[src/rtl/jtag_uart_pkg.sv]
// Shared types and constants for the JTAG UART transmit drain.
// The state enum and debug struct are shared so checkers can bind to them.
package jtag_uart_pkg;

   typedef enum logic [1:0] {
      ST_IDLE    = 2'd0,
      ST_POLL    = 2'd1,
      ST_WRITE   = 2'd2,
      ST_BACKOFF = 2'd3
   } state_t;

   localparam logic        DATA_ADDR  = 1'b0;
   localparam logic        CTRL_ADDR  = 1'b1;
   localparam logic [31:0] CTRL_VALUE = 32'd2;
   localparam int          WSPACE_HI  = 31;
   localparam int          WSPACE_LO  = 16;
   localparam int          ENTRY_W    = 9;

   typedef struct packed {
      state_t      state;
      logic [15:0] fifo_count;
      logic [15:0] credit;
   } dbg_t;

   function automatic logic is_ctrl(input logic [ENTRY_W-1:0] entry);
      return entry[8];
   endfunction

endpackage

[src/rtl/jtag_uart_tx_drain_if.sv]
// Processor push port plus Avalon-MM master bus of the transmit drain.
interface jtag_uart_tx_drain_if;

   // A push is accepted on an edge with proc_oEn=1 and proc_iBusy=0; a bus
   // transfer completes on an edge with avm_chipselect=1 and avm_waitrequest=0.
   logic        proc_oEn;
   logic [15:0] proc_oData;
   logic        proc_iBusy;
   logic        overflow;
   logic        avm_chipselect;
   logic        avm_address;
   logic        avm_read_n;
   logic        avm_write_n;
   logic [31:0] avm_writedata;
   logic [31:0] avm_readdata;
   logic        avm_waitrequest;

   modport master (
      input  proc_oEn, proc_oData, avm_readdata, avm_waitrequest,
      output proc_iBusy, overflow, avm_chipselect, avm_address,
             avm_read_n, avm_write_n, avm_writedata
   );

   modport slave (
      output proc_oEn, proc_oData, avm_readdata, avm_waitrequest,
      input  proc_iBusy, overflow, avm_chipselect, avm_address,
             avm_read_n, avm_write_n, avm_writedata
   );

endinterface

[src/rtl/jtag_tx_fifo.sv]
// Synchronous FIFO of output entries; full/empty are registered alongside count.
module jtag_tx_fifo
   import jtag_uart_pkg::*;
#(
   parameter int DEPTH = 16
) (
   input  logic                     i_clk,
   input  logic                     i_rstn,
   input  logic                     i_push,
   input  logic                     i_pop,
   input  logic [ENTRY_W-1:0]       i_data,
   output logic [ENTRY_W-1:0]       o_head,
   output logic                     o_full,
   output logic                     o_empty,
   output logic [$clog2(DEPTH):0]   o_count
);

   localparam int            AW       = $clog2(DEPTH);
   localparam logic [AW:0]   FULL_CNT = (AW+1)'(DEPTH);

   logic [ENTRY_W-1:0] r_mem [DEPTH];
   logic [AW-1:0]      r_wr_ptr;
   logic [AW-1:0]      r_rd_ptr;
   logic [AW:0]        r_count;
   logic               r_full;
   logic               r_empty;
   logic               w_push;
   logic               w_pop;
   logic [AW:0]        w_count_nxt;

   // A write while full is dropped even if a pop happens on the same edge.
   assign w_push = i_push && !r_full;
   assign w_pop  = i_pop && !r_empty;

   always_comb begin
      w_count_nxt = r_count;
      if (w_push && !w_pop)
         w_count_nxt = r_count + (AW+1)'(1);
      else if (!w_push && w_pop)
         w_count_nxt = r_count - (AW+1)'(1);
   end

   always_ff @(posedge i_clk) begin
      if (w_push)
         r_mem[r_wr_ptr] <= i_data;
   end

   always_ff @(posedge i_clk) begin
      if (!i_rstn) begin
         r_wr_ptr <= '0;
         r_rd_ptr <= '0;
         r_count  <= '0;
         r_full   <= 1'b0;
         r_empty  <= 1'b1;
      end else begin
         if (w_push)
            r_wr_ptr <= r_wr_ptr + AW'(1);
         if (w_pop)
            r_rd_ptr <= r_rd_ptr + AW'(1);
         r_count <= w_count_nxt;
         r_full  <= (w_count_nxt == FULL_CNT);
         r_empty <= (w_count_nxt == '0);
      end
   end

   assign o_head  = r_mem[r_rd_ptr];
   assign o_full  = r_full;
   assign o_empty = r_empty;
   assign o_count = r_count;

endmodule

[src/rtl/jtag_uart_tx_drain.sv]
// Buffers processor output and drains it to the JTAG UART over Avalon-MM,
// polling WSPACE for write credit before sending characters.
module jtag_uart_tx_drain
   import jtag_uart_pkg::*;
#(
   parameter int DEPTH    = 16,
   parameter int POLL_GAP = 64
) (
   input  logic                        system1000,
   input  logic                        system1000_rstn,
   jtag_uart_tx_drain_if.master        bus,
   output dbg_t                        o_dbg
);

   localparam int GW = (POLL_GAP > 1) ? $clog2(POLL_GAP) : 1;

   state_t               r_state;
   logic                 r_cs;
   logic                 r_read_n;
   logic                 r_write_n;
   logic                 r_addr;
   logic [31:0]          r_wdata;
   logic [15:0]          r_credit;
   logic [GW-1:0]        r_gap;
   logic                 r_overflow;

   logic [ENTRY_W-1:0]   w_head;
   logic                 w_full;
   logic                 w_empty;
   logic                 w_pop;
   logic [15:0]          w_wspace;
   logic [$clog2(DEPTH):0] w_count;
   logic                 w_unused;

   assign w_pop    = (r_state == ST_WRITE) && !bus.avm_waitrequest;
   assign w_wspace = bus.avm_readdata[WSPACE_HI:WSPACE_LO];
   assign w_unused = ^{bus.proc_oData[15:9], bus.avm_readdata[WSPACE_LO-1:0]};

   jtag_tx_fifo #(.DEPTH(DEPTH)) u_fifo (
      .i_clk   (system1000),
      .i_rstn  (system1000_rstn),
      .i_push  (bus.proc_oEn),
      .i_pop   (w_pop),
      .i_data  (bus.proc_oData[ENTRY_W-1:0]),
      .o_head  (w_head),
      .o_full  (w_full),
      .o_empty (w_empty),
      .o_count (w_count)
   );

   always_ff @(posedge system1000) begin
      if (!system1000_rstn) begin
         r_state    <= ST_IDLE;
         r_cs       <= 1'b0;
         r_read_n   <= 1'b1;
         r_write_n  <= 1'b1;
         r_addr     <= DATA_ADDR;
         r_wdata    <= '0;
         r_credit   <= '0;
         r_gap      <= '0;
         r_overflow <= 1'b0;
      end else begin
         if (bus.proc_oEn && w_full)
            r_overflow <= 1'b1;
         case (r_state)
            ST_IDLE: begin
               if (!w_empty) begin
                  if (is_ctrl(w_head)) begin
                     r_state   <= ST_WRITE;
                     r_cs      <= 1'b1;
                     r_write_n <= 1'b0;
                     r_addr    <= CTRL_ADDR;
                     r_wdata   <= CTRL_VALUE;
                  end else if (r_credit != '0) begin
                     r_state   <= ST_WRITE;
                     r_cs      <= 1'b1;
                     r_write_n <= 1'b0;
                     r_addr    <= DATA_ADDR;
                     r_wdata   <= {24'd0, w_head[7:0]};
                  end else begin
                     r_state  <= ST_POLL;
                     r_cs     <= 1'b1;
                     r_read_n <= 1'b0;
                     r_addr   <= CTRL_ADDR;
                  end
               end
            end
            ST_POLL: begin
               if (!bus.avm_waitrequest) begin
                  r_credit <= w_wspace;
                  r_cs     <= 1'b0;
                  r_read_n <= 1'b1;
                  if (w_wspace != '0) begin
                     r_state <= ST_IDLE;
                  end else begin
                     r_state <= ST_BACKOFF;
                     r_gap   <= '0;
                  end
               end
            end
            ST_WRITE: begin
               if (!bus.avm_waitrequest) begin
                  r_cs      <= 1'b0;
                  r_write_n <= 1'b1;
                  r_state   <= ST_IDLE;
                  if (!is_ctrl(w_head) && (r_credit != '0))
                     r_credit <= r_credit - 16'd1;
               end
            end
            ST_BACKOFF: begin
               // Bus stays idle for exactly POLL_GAP cycles before the next poll.
               if (r_gap == GW'(POLL_GAP - 1)) begin
                  r_state  <= ST_POLL;
                  r_cs     <= 1'b1;
                  r_read_n <= 1'b0;
                  r_addr   <= CTRL_ADDR;
               end else begin
                  r_gap <= r_gap + GW'(1);
               end
            end
            default: r_state <= ST_IDLE;
         endcase
      end
   end

   assign bus.avm_chipselect = r_cs;
   assign bus.avm_read_n     = r_read_n;
   assign bus.avm_write_n    = r_write_n;
   assign bus.avm_address    = r_addr;
   assign bus.avm_writedata  = r_wdata;
   assign bus.overflow       = r_overflow;
   assign bus.proc_iBusy     = w_full;

   assign o_dbg = {r_state, 16'(w_count), r_credit};

endmodule
[src/flat_wrapper.sv]
// flat-port wrapper written by rule: the top's interface ports become plain ports
module jtag_uart_tx_drain_flat import jtag_uart_pkg::*;
#(
   parameter int DEPTH    = 16,
   parameter int POLL_GAP = 64
)
  (system1000, system1000_rstn, o_dbg, bus_proc_oEn, bus_proc_oData, bus_avm_readdata, bus_avm_waitrequest, bus_proc_iBusy, bus_overflow, bus_avm_chipselect, bus_avm_address, bus_avm_read_n, bus_avm_write_n, bus_avm_writedata);
  jtag_uart_tx_drain_if bus_i ();
  input  logic system1000;
  input  logic system1000_rstn;
  output dbg_t o_dbg;
  input wire logic [$bits(bus_i.proc_oEn)-1:0] bus_proc_oEn;
  input wire logic [$bits(bus_i.proc_oData)-1:0] bus_proc_oData;
  input wire logic [$bits(bus_i.avm_readdata)-1:0] bus_avm_readdata;
  input wire logic [$bits(bus_i.avm_waitrequest)-1:0] bus_avm_waitrequest;
  output wire logic [$bits(bus_i.proc_iBusy)-1:0] bus_proc_iBusy;
  output wire logic [$bits(bus_i.overflow)-1:0] bus_overflow;
  output wire logic [$bits(bus_i.avm_chipselect)-1:0] bus_avm_chipselect;
  output wire logic [$bits(bus_i.avm_address)-1:0] bus_avm_address;
  output wire logic [$bits(bus_i.avm_read_n)-1:0] bus_avm_read_n;
  output wire logic [$bits(bus_i.avm_write_n)-1:0] bus_avm_write_n;
  output wire logic [$bits(bus_i.avm_writedata)-1:0] bus_avm_writedata;
  assign bus_i.proc_oEn = bus_proc_oEn;
  assign bus_i.proc_oData = bus_proc_oData;
  assign bus_i.avm_readdata = bus_avm_readdata;
  assign bus_i.avm_waitrequest = bus_avm_waitrequest;
  assign bus_proc_iBusy = bus_i.proc_iBusy;
  assign bus_overflow = bus_i.overflow;
  assign bus_avm_chipselect = bus_i.avm_chipselect;
  assign bus_avm_address = bus_i.avm_address;
  assign bus_avm_read_n = bus_i.avm_read_n;
  assign bus_avm_write_n = bus_i.avm_write_n;
  assign bus_avm_writedata = bus_i.avm_writedata;
  jtag_uart_tx_drain #(.DEPTH(DEPTH), .POLL_GAP(POLL_GAP)) u_core (.system1000(system1000), .system1000_rstn(system1000_rstn), .bus(bus_i), .o_dbg(o_dbg));
endmodule
[config.mk]
export PLATFORM = sky130hd
export DESIGN_NAME = jtag_uart_tx_drain_flat
export DESIGN_NICKNAME = d
export VERILOG_FILES = /design/src/rtl/jtag_uart_pkg.sv /design/src/rtl/jtag_uart_tx_drain_if.sv /design/src/rtl/jtag_tx_fifo.sv /design/src/rtl/jtag_uart_tx_drain.sv /design/src/flat_wrapper.sv
export SDC_FILE = /design/constraint.sdc
export NUM_CORES = 1
export LEC_CHECK = 0
export CAP_MARGIN = 10
export CORE_MARGIN = 4
export CORE_UTILIZATION = 30
export CTS_BUF_LIST = sky130_fd_sc_hd__clkbuf_2 sky130_fd_sc_hd__clkbuf_4 sky130_fd_sc_hd__clkbuf_8
export DETAILED_ROUTE_END_ITERATION = 7
export SLEW_MARGIN = 15
export SYNTH_ARGS = -nofsm -noshare
export SYNTH_HDL_FRONTEND = slang
export SYNTH_SLANG_ARGS = --single-unit
[constraint.sdc]
create_clock -name system1000 -period 5.8 [get_ports system1000]
set_clock_uncertainty 0.15 [all_clocks]
set_input_delay 0.87 -clock system1000 [delete_from_list [all_inputs] [get_ports system1000]]
set_output_delay 0.87 -clock system1000 [all_outputs]
set_load 0.005 [all_outputs]
==> impl_metrics.sql <==
INSERT INTO impl_metrics (metric_group, metric, value, unit) VALUES
('place', 'place_hpwl', '12700', 'µm'),
('floorplanning', 'die_area', '32200', 'µm²'),
('logic_synthesis', 'synth.avg_cell_area', '14.1', 'µm²'),
('floorplanning', 'core', '28900', 'µm²'),
('clock_network', 'cts_repair_resizes', '0', ''),
('setup_path', 'timing.rr.end', 'u_core.r_credit[8]', ''),
('grt', 'grt_pass1_vias', '4917', ''),
('setup_path', 'critPathCaptureType', 'flip-flop', ''),
('logic_synthesis', 'ys_seq_area_frac', '0.618', ''),
('clock_network', 'cts_bufs_inserted', '17', ''),
('clock_network', 'cts_tree', 'done', ''),
('worst_hold_path', 'hold_path_startpoint', 'u_core.bus.avm_writedata[2]', ''),
('timing', 'slew-limit-headroom', '0.291', ''),
('route', 'post_drt_wl_per_cell', '16.8', 'µm'),
('logic_synthesis', 'commonest_cells_in_the_synthesized_netlist', 'edfxtp_1 (144), dfxtp_1 (56), nor2_1 (44)', ''),
('clock_network', 'cts_sinks', '200', ''),
('logic_synthesis', 'synth_flop_cell', 'edfxtp_1', ''),
('timing', 'grt_setup_unrepaired', 'false', ''),
('logic_synthesis', 'ys.warnings.count', '0', ''),
('clock_network', 'clkTransAtPathRegs', '0.11', 'ns'),
('clock_network', 'ctsRootBufferMaster', 'clkbuf_8', ''),
('logic_synthesis', 'async_flop_share', '0', ''),
('setup_path', 'critical_path.max_fanout', '26', ''),
('route', 'route.detailed.drc', '0', ''),
('timing', 'final_hold_viol_count', '0', ''),
('timing', 'setup_viol', '0', ''),
('floorplanning', 'die_width', '179', 'µm'),
('worst_hold_path', 'type_of_the_tightest_min_delay_check', 'reg -> reg', ''),
('job', 'cap_violations', '0', ''),
('power', 'comb_power_share', '0.264', ''),
('final_layout', 'fin_cells', '1090', ''),
('clock_network', 'htree_num_levels', '4', ''),
('clock_network', 'clk-insertion-delay-late', '0.49', 'ns'),
('timing', 'timing.final.crit_share', '0.578', ''),
('timing', 'fin_setup_tns', '0', 'ns'),
('final_layout', 'finalNetCount', '760', ''),
('timing', 'worstMarginPinSlew', '1.06', 'ns'),
('logic_synthesis', 'number_of_synthesized_flops_with_an_enable_pin', '144', ''),
('place', 'finalWeightedCongestion', '0.858', ''),
('power', 'power_switching_share', '0.339', ''),
('route', 'postRouteAntennaNets', '0', ''),
('grt', 'grt_pass1_wl', '28300', 'µm'),
('worst_hold_path', 'min_to', 'u_core.bus.avm_writedata[2]', ''),
('logic_synthesis', 'ys_seq_elements', '200', ''),
('floorplanning', 'fp-row-count', '62', ''),
('logic_synthesis', 'yosysTopAreaCell', 'edfxtp_1', ''),
('final_layout', 'fillerInstances', '2757', ''),
('place', 'buffer_ports.inserted', '65', ''),
('route', 'detailroute.via_count', '5207', ''),
('route', 'drt-initial-drc-count', '375', ''),
('logic_synthesis', 'synth.top_cell.area_share', '0.491', ''),
('final_layout', 'multiInputGateArea', '3030', 'µm²'),
('route', 'routed_via_density', '4.78', ''),
('setup_path', 'worstPathRequired', '6.05', 'ns'),
('status', 'outcome', 'completed', ''),
('setup_path', 'reg2reg_setup_slack', '2.45', 'ns'),
('power', 'power_frac_clock', '0.259', ''),
('timing', 'final_max_tran_viols', '0', ''),
('setup_path', 'ff2ff_path_depth', '6', ''),
('setup_path', 'crit_arrival', '3.61', 'ns'),
('floorplanning', 'boundaryPins', '124', ''),
('power', 'power.density_cell_area', '358', 'nW/µm²'),
('worst_hold_path', 'whs_path_depth', '1', ''),
('final_layout', 'flow.area_growth_from_synthesis', '15.7', '%'),
('logic_synthesis', 'postSynthCellCount', '627', ''),
('timing', 'post-route-min-period', '3.35', 'ns'),
('setup_path', 'timing.critical_path.from_type', 'flip-flop', ''),
('logic_synthesis', 'post_synthesis_cell_area', '8810', 'µm²'),
('grt', 'grt_overflow_total', '0', ''),
('grt', 'grt_use_total', '0.115', ''),
('power', 'max-vdd-ir-drop', '152', 'µV');
==> stage by stage <==
stage / hold slack (ns) / util / cell area [µm²] / setup WS [ns] / total power [mW]
global placement: 0.293 / 0.337 / 9740 / 2.21 / 2.73
global route: 0.348 / 0.353 / 10200 / 2.16 / 3.86
finish: 0.321 / 0.353 / 10200 / 2.45 / 3.65
floorplan: 0.294 / - / 8940 / 3.18 / 2.39
CTS: 0.327 / 0.353 / 10200 / 2.34 / 3.68
detailed placement: 0.301 / 0.337 / 9740 / 2.18 / 2.73
==> layout make-up <==
class	count	area share
Inverter	22	0.00810
Timing Repair Buffer	71	0.0683
Sequential cell	200	0.535
Antenna cell	1	0.000246
Clock inverter	15	0.0214
Tap cell	384	0.0472
Clock buffer	17	0.0230
Multi-Input combinational cell	380	0.297
==> flip-flops by register name, indices dropped and copies added (netlist names), named ones only <==
signal / cells
u_core.bus.avm_address: 1
u_core.bus.avm_chipselect: 1
u_core.bus.avm_read_n: 1
u_core.bus.avm_write_n: 1
u_core.bus.avm_writedata: 8
u_core.bus.overflow: 1
u_core.r_credit: 16
u_core.r_gap: 6
u_core.r_state: 2
u_core.u_fifo.o_count: 5
u_core.u_fifo.o_empty: 1
u_core.u_fifo.o_full: 1
u_core.u_fifo.r_mem: 144
u_core.u_fifo.r_rd_ptr: 4
u_core.u_fifo.r_wr_ptr: 4
==> routing by layer <==
| layer | GRT usage | part of all wire |
|---|---|---|
| met1 | 0.156 | 0.46 |
| met2 | 0.185 | 0.47 |
| met3 | 0.0281 | 0.061 |
| met4 | 0.0314 | 0.0089 |
| met5 | 0 | 0 |
==> cell families (layout without fill, tap and decap cells) <==
family                     Yosys count  after routing  synth area share
xor gates and xnor gates            14             14            0.0139
AOI/OAI and AO/OA                   96             96            0.0767
adders and majority gates           16             16            0.0227
muxes                               51             51             0.117
buffers and inverters               81            125            0.0535
other                                1             36          0.000426
and+or+nand+nor                    168            168            0.0977
DFF                                200            200             0.618
==> how the worst max path moves through the flow <==
stage	startpoint	to	depth (start not counted)
after floorplan	bus_proc_oEn	u_core.u_fifo.r_mem[3][0]	4
after global placement	bus_proc_oEn	u_core.u_fifo.r_mem[11][4]	4
after detailed placement	bus_proc_oEn	u_core.u_fifo.r_mem[15][5]	4
after CTS	flip-flop	u_core.r_credit[8]	6
after global routing	flip-flop	u_core.r_credit[8]	6
final	flip-flop	u_core.r_credit[8]	6
==> layout by cell type (no fill, tap or decap), drive strengths merged, types with 3 or more instances in the layout <==
cell / n
edfxtp: 144
clkdlybuf4s50: 65
dfxtp: 56
nor2: 44
nand2: 42
mux4: 41
conb: 35
inv: 31
a21oi: 20
o21ai: 19
clkbuf: 17
ha: 16
nor3: 15
nand4: 12
xor2: 10
nand3: 10
mux2i: 8
nor4: 8
nand2b: 7
o2bb2ai: 7
and2: 7
clkinv: 6
buf: 6
o211ai: 5
o31ai: 5
a31oi: 5
xnor2: 4
a22o: 4
nand3b: 3
and4: 3
a22oi: 3
o21a: 3
a211oi: 3
o22ai: 3
nor3b: 3
a32o: 3
or4: 3
==> worst max-delay path, cell delays in order (launching register included) <==
cell and delay [ns]:
dfxtp_2 0.94, buf_4 0.41, mux4_2 0.26, a32o_2 0.31, nand4_1 0.50, or4_1 0.56, o211ai_1 0.15
==> power by group through the flow <==
stage	sequential, mW	combinational [mW]	clock, mW
finish	1.74	0.963	0.943
global placement	1.77	0.958	0
global route	1.76	1.07	1.03
floorplan	1.74	0.655	0
CTS	1.74	0.966	0.970
detailed placement	1.77	0.960	0
Note: power is estimated with default switching activity, not from simulation.
